**config.mk**
```make
export PLATFORM = sky130hd
export DESIGN_NAME = bus_reg_responder
export DESIGN_NICKNAME = d
export VERILOG_FILES = /design/src/rtl/bus_resp_pkg.sv /design/src/rtl/bus_resp_arb.sv /design/src/rtl/bus_reg_responder.sv
export SDC_FILE = /design/constraint.sdc
export NUM_CORES = 1
export LEC_CHECK = 0
export ABC_AREA = 1
export CAP_MARGIN = 20
export CORE_ASPECT_RATIO = 0.9
export CORE_MARGIN = 5
export CORE_UTILIZATION = 45
export CTS_BUF_LIST = sky130_fd_sc_hd__clkbuf_2
export DETAILED_ROUTE_END_ITERATION = 10
export PLACE_DENSITY = 0.77
export SYNTH_ARGS = -nofsm -noshare
export SYNTH_HDL_FRONTEND = slang
export SYNTH_SLANG_ARGS = --single-unit
```
**constraint.sdc**
```tcl
create_clock -name clock -period 2.6 [get_ports clock]
set_clock_uncertainty 0.1 [all_clocks]
set_input_delay 0.78 -clock clock [delete_from_list [all_inputs] [get_ports clock]]
set_output_delay 0.78 -clock clock [all_outputs]
set_load 0.005 [all_outputs]
```
**src/rtl/bus_resp_pkg.sv**
```systemverilog
// Purpose: shared types and constants for the bus register responder.
// Latency: none (declarations only).
// Backpressure: none (declarations only).
package bus_resp_pkg;

  localparam int ADDR_W = 16;
  localparam int DATA_W = 8;

  // Constant returned by the identification register when it is compiled in.
  localparam logic [DATA_W-1:0] RESP_ID = 8'hA5;

  typedef enum logic [1:0] {
    IDLE      = 2'd0,
    WAIT_LOCK = 2'd1,
    GRANT     = 2'd2
  } arb_state_t;

endpackage

```
**src/rtl/bus_resp_arb.sv**
```systemverilog
// Purpose: bus grant arbiter; a local frame-update lock withholds new grants.
// Latency: int_gnt is registered, high one cycle after int_req when unlocked.
// Backpressure: lock_in stalls a pending request; an active grant is never pre-empted.
module bus_resp_arb
  import bus_resp_pkg::*;
(
  input  logic clock,
  input  logic reset,
  input  logic int_req,
  input  logic lock_in,
  output logic int_gnt
);

  arb_state_t state;
  arb_state_t state_nxt;

  // Next-state decode; lock_in only matters before the grant is given.
  always_comb begin
    state_nxt = state;
    case (state)
      IDLE: begin
        if (int_req) state_nxt = lock_in ? WAIT_LOCK : GRANT;
      end
      WAIT_LOCK: begin
        if (!int_req)      state_nxt = IDLE;
        else if (!lock_in) state_nxt = GRANT;
      end
      GRANT: begin
        if (!int_req) state_nxt = IDLE;
      end
      default: state_nxt = IDLE;
    endcase
  end

  // State register; the grant flop tracks the state so it is high exactly in GRANT.
  always_ff @(posedge clock) begin
    if (reset) begin
      state   <= IDLE;
      int_gnt <= 1'b0;
    end else begin
      state   <= state_nxt;
      int_gnt <= (state_nxt == GRANT);
    end
  end

endmodule

```
**src/rtl/bus_reg_responder.sv**
```systemverilog
// Purpose: granted byte-wide register bank with address decode (optional ID register: BUS_REG_RESPONDER_ID_EN).
// Latency: writes land on the next edge with a one-cycle wr_pulse; read data appears one cycle after int_read.
// Backpressure: accesses are only honoured while int_gnt is high; others are silently dropped.
module bus_reg_responder
  import bus_resp_pkg::*;
#(
  parameter int                NUM_REGS  = 16,
  parameter logic [ADDR_W-1:0] BASE_ADDR = 16'h0000
) (
  input  logic                     clock,
  input  logic                     reset,
  input  logic [ADDR_W-1:0]        int_address,
  input  logic [DATA_W-1:0]        int_wr_data,
  input  logic                     int_write,
  input  logic                     int_read,
  output logic [DATA_W-1:0]        int_rd_data,
  input  logic                     int_req,
  output logic                     int_gnt,
  input  logic                     lock_in,
  output logic [NUM_REGS*DATA_W-1:0] reg_out,
  output logic [NUM_REGS-1:0]      wr_pulse
);

  localparam int                IDX_W      = (NUM_REGS > 1) ? $clog2(NUM_REGS) : 1;
  localparam logic [ADDR_W:0]   NUM_REGS_X = (ADDR_W + 1)'(NUM_REGS);

  logic [DATA_W-1:0] regs [NUM_REGS];
  logic [ADDR_W-1:0] offset;
  logic [IDX_W-1:0]  idx;
  logic              in_range;
  logic              wr_acc;
  logic              rd_acc;
  logic [DATA_W-1:0] rd_val;

  bus_resp_arb u_arb (
    .clock   (clock),
    .reset   (reset),
    .int_req (int_req),
    .lock_in (lock_in),
    .int_gnt (int_gnt)
  );

  // Modulo-2^16 offset makes a window that wraps past 16'hFFFF decode naturally.
  assign offset   = int_address - BASE_ADDR;
  assign in_range = ({1'b0, offset} < NUM_REGS_X);
  assign idx      = offset[IDX_W-1:0];
  assign wr_acc   = int_write & int_gnt & in_range;
  assign rd_acc   = int_read & int_gnt;

  // Read mux: register bank, then the optional ID register, otherwise zero.
  always_comb begin
    rd_val = '0;
    if (in_range) begin
      rd_val = regs[idx];
    end
`ifdef BUS_REG_RESPONDER_ID_EN
    else if ({1'b0, offset} == NUM_REGS_X) begin
      rd_val = RESP_ID;
    end
`endif
  end

  // Register bank, write strobe and read data; a same-cycle read sees the old value.
  always_ff @(posedge clock) begin
    if (reset) begin
      for (int i = 0; i < NUM_REGS; i++) regs[i] <= '0;
      wr_pulse    <= '0;
      int_rd_data <= '0;
    end else begin
      wr_pulse <= '0;
      if (wr_acc) begin
        regs[idx]     <= int_wr_data;
        wr_pulse[idx] <= 1'b1;
      end
      if (rd_acc) int_rd_data <= rd_val;
    end
  end

  // Flatten the bank: register i occupies bits [8i+7:8i].
  for (genvar g = 0; g < NUM_REGS; g++) begin : g_reg_out
    assign reg_out[g*DATA_W +: DATA_W] = regs[g];
  end

endmodule

```
==> impl_summary.log, run 1 <==
INFO  metric worstPathCellList = clkdlybuf4s50_1
INFO  metric worstSetupPathType = reg2out
INFO  metric num-fill-cells = 1307
INFO  metric irDropWorstVdd = 0.300 mV
INFO  metric hold_path_class = reg2reg
INFO  metric hold_violations = 0
INFO  metric layout_setup_ws = 0.0496 ns
INFO  metric cellPowerDensity = 465 nW/um^2
INFO  metric worst_setup_path_end_kind = primary output
INFO  metric grt_first_pass_wirelength = 37.0 mm
INFO  metric synth_nets = 857
INFO  metric report.final.slew_viol_count = 0
INFO  metric postSynthCellCount = 827
INFO  metric final_cell_mix = 232 x sky130_fd_sc_hd__nand2_1, 128 x sky130_fd_sc_hd__edfxtp_1, 114 x sky130_fd_sc_hd__buf_4
INFO  metric maximum_number_of_pins_on_one_net_before_global_route_repair = 34
INFO  metric gr-usage-all-layers = 24.4%
INFO  metric period_needed = 2.55 ns
INFO  metric yosys_register_bits = 155
INFO  metric critical_path_arrival = 1.67 ns
INFO  metric detailedPlace.worstSlack = -0.219 ns
INFO  metric relSlewSlack = 66.6%
INFO  metric path_delay_family = buffers and inverters
INFO  metric synth.yosys.warnings = 0
INFO  metric drtPass1Iterations = 6
INFO  metric placedCellCount = 1233
INFO  metric proportion_of_synthesized_chip_area_in_sequential_cells = 57.5%
INFO  metric post_cts_hold_buffer_count = 0
INFO  metric max_cap_violations = 0
INFO  metric min_period_over_period = 98.1%
INFO  metric setup-tns-final = 0 ns
INFO  metric die_w = 147 microns
INFO  metric grt_pass1_vias = 6576
INFO  metric antenna_violating_nets_post_route = 0
INFO  metric vias_per_cell = 5.27
INFO  metric grt_antenna_before_repair = 2
INFO  metric drive_gt1_share = 20.8%
INFO  metric r2r_cells = 7
INFO  metric timing.rr.start = u_arb.int_gnt
INFO  metric cts_tree = done
INFO  metric worstReg2RegEnd = regs[3][5]
INFO  metric clock_sinks = 155
INFO  metric mappedNetlistArea = 7630 sq um
INFO  metric cts_buffer_depth = 2
INFO  metric power.leakage = 5.45 nW
INFO  metric setup.worst_path.start_class = flop
INFO  metric path_clk_slew = 0.21 ns
INFO  metric endpoint = reg_out[56]
INFO  metric finalSetupViolations = 0
INFO  metric num-nets-final = 1117
INFO  metric cts-buffers-inserted = 17
INFO  metric worst-r2r-setup-slack = 0.87 ns
INFO  metric run_status = complete, no violations
INFO  metric post_layout_nonfiller_instances = 1312
INFO  metric gp_routability_congestion = 0.901
INFO  metric cts_htree_levels = 4
INFO  metric initial_core_util = 45.5%
INFO  metric final_common_cell = sky130_fd_sc_hd__nand2_1
INFO  metric std_cell_rows = 45
INFO  metric crit_path_max_incr_delay = 0.53 ns
INFO  metric via_count = 6910
INFO  metric critPathRequiredTime = 1.72 ns
INFO  metric design.core.area = 16800 sq um
INFO  metric chipHeight = 134 microns
INFO  metric critPathBufInv = 1
INFO  metric dieArea = 19700 sq um
INFO  metric route.detailed.wl_per_inst = 18.8 microns
INFO  metric insertion_delay = 0.76 ns
INFO  metric cts_root_buffer = sky130_fd_sc_hd__clkbuf_2
INFO  metric route.final.wire_length = 24.7 mm
INFO  metric synth_cell_type_count = 24
INFO  metric post-dp-hpwl = 17.1 mm
INFO  metric detail_route.iter0.violations = 922
INFO  metric gr-total-overflow = 0
INFO  metric io_buffer_count = 182
INFO  metric io_pins = 183
INFO  metric worst_pin_slew = 0.501 ns
INFO  metric syn_area_per_cell = 9.22 sq um
INFO  metric worst-path-max-fanout = 2
INFO  metric drc = 0
INFO  metric crit_start = regs[7][0]
INFO  metric areaGrowthSynthToFinish = 42.2%
INFO  metric maxClockFrequency = 392 MHz
INFO  metric critPathSlowestCell = sky130_fd_sc_hd__clkdlybuf4s50_1
INFO  metric worst-path-stages = 1
-- layer usage --
metal | global-route usage, % | share of wire, % | routed length [microns]
met4 | 7.76 | 2.1 | 510
met2 | 38.6 | 47 | 11700
met1 | 32.3 | 40 | 9940
met5 | 0 | 0.053 | 13
met3 | 7.52 | 10 | 2530
-- final cells by class --
cell class	count	area, sq um	area share [%]
Clock buffer	22	110	1.02
Antenna cell	2	5.00	0.0461
Inverter	104	393	3.62
Multi-Input combinational cell	510	2560	23.6
Clock inverter	9	174	1.60
Tap cell	211	264	2.43
Sequential cell	155	4390	40.4
Timing Repair Buffer	299	2960	27.3
-- per-stage QoR --
step	instance area (sq um)	total power [mW]	hold WS (ns)	util, %
2_1_floorplan	7630	3.13	0.318	-
3_3_place_gp	9990	3.49	0.327	59.5
3_5_place_dp	9990	3.50	0.340	59.5
4_1_cts	10300	5.02	0.364	61.5
5_1_grt	10800	5.20	0.374	64.6
6_report	10800	5.04	0.370	64.6
-- power by group --
group          switching [mW]  internal, mW
combinational           0.396         0.289
sequential             0.0455          2.74
clock                   0.831         0.738
-- cells by family after synthesis --
| group | synth area share [%] |
|---|---|
| AO/OA/AOI/OAI | 2.76 |
| flip-flops | 57.5 |
| buffers and inverters | 9.02 |
| AND/OR/NAND/NOR | 30.7 |
-- how the worst min path moves through the flow --
stage	from	cells after the start	slack (ns)	end
after floorplan	u_arb.state[0]	1	0.32	u_arb.int_gnt
after detailed placement	u_arb.state[0]	1	0.34	u_arb.state[1]
after global routing	u_arb.state[0]	1	0.37	u_arb.state[1]
final	u_arb.state[0]	1	0.37	u_arb.state[1]
after global placement	u_arb.state[0]	1	0.33	u_arb.state[1]
after CTS	u_arb.state[0]	1	0.36	u_arb.state[1]
-- cells in the mapped netlist --
cell type,instances,area [sq um]
sky130_fd_sc_hd__nand2_1,233,875
sky130_fd_sc_hd__edfxtp_1,128,3840
sky130_fd_sc_hd__inv_1,100,375
sky130_fd_sc_hd__nor2_1,80,300
sky130_fd_sc_hd__nor3_2,66,661
sky130_fd_sc_hd__nor3_1,63,315
sky130_fd_sc_hd__buf_2,35,175
sky130_fd_sc_hd__o21ai_1,29,145
sky130_fd_sc_hd__dfxtp_1,27,541
sky130_fd_sc_hd__clkbuf_1,14,52.6
sky130_fd_sc_hd__nand4_1,11,68.8
sky130_fd_sc_hd__o21ai_0,9,45.0
sky130_fd_sc_hd__nand3_1,7,35.0
sky130_fd_sc_hd__nor2_4,4,45.0
sky130_fd_sc_hd__buf_1,3,11.3
sky130_fd_sc_hd__buf_4,3,22.5
sky130_fd_sc_hd__buf_6,3,33.8
sky130_fd_sc_hd__inv_2,3,11.3
sky130_fd_sc_hd__nor2_2,3,18.8
sky130_fd_sc_hd__a211oi_1,2,15.0
sky130_fd_sc_hd__a21oi_1,1,5.00
sky130_fd_sc_hd__and2_1,1,6.26
sky130_fd_sc_hd__inv_4,1,6.26
sky130_fd_sc_hd__nor2_8,1,20.0
-- timing repair --
action,4_1_cts,5_1_grt
buffers inserted,8,38
gates resized for setup,3,93
setup endpoints to repair,9,103
-- sequential cells by signal, summed over array words and instances (netlist names) --
register / flops
int_rd_data: 8
regs: 128
u_arb.int_gnt: 1
u_arb.state: 2
wr_pulse: 16
Note: power is estimated with default switching activity, not from simulation.
==> run 2, diff against run 1 <==
--- a/config.mk
+++ b/config.mk
@@ -6,6 +6,7 @@
 export NUM_CORES = 1
 export LEC_CHECK = 0
 export ABC_AREA = 1
+export ABC_CLOCK_PERIOD_IN_PS = 2600
 export CAP_MARGIN = 20
 export CORE_ASPECT_RATIO = 0.9
 export CORE_MARGIN = 5
==> results of run 2 <==
The final DEF is identical to that of run 1; final timing and power are the same.
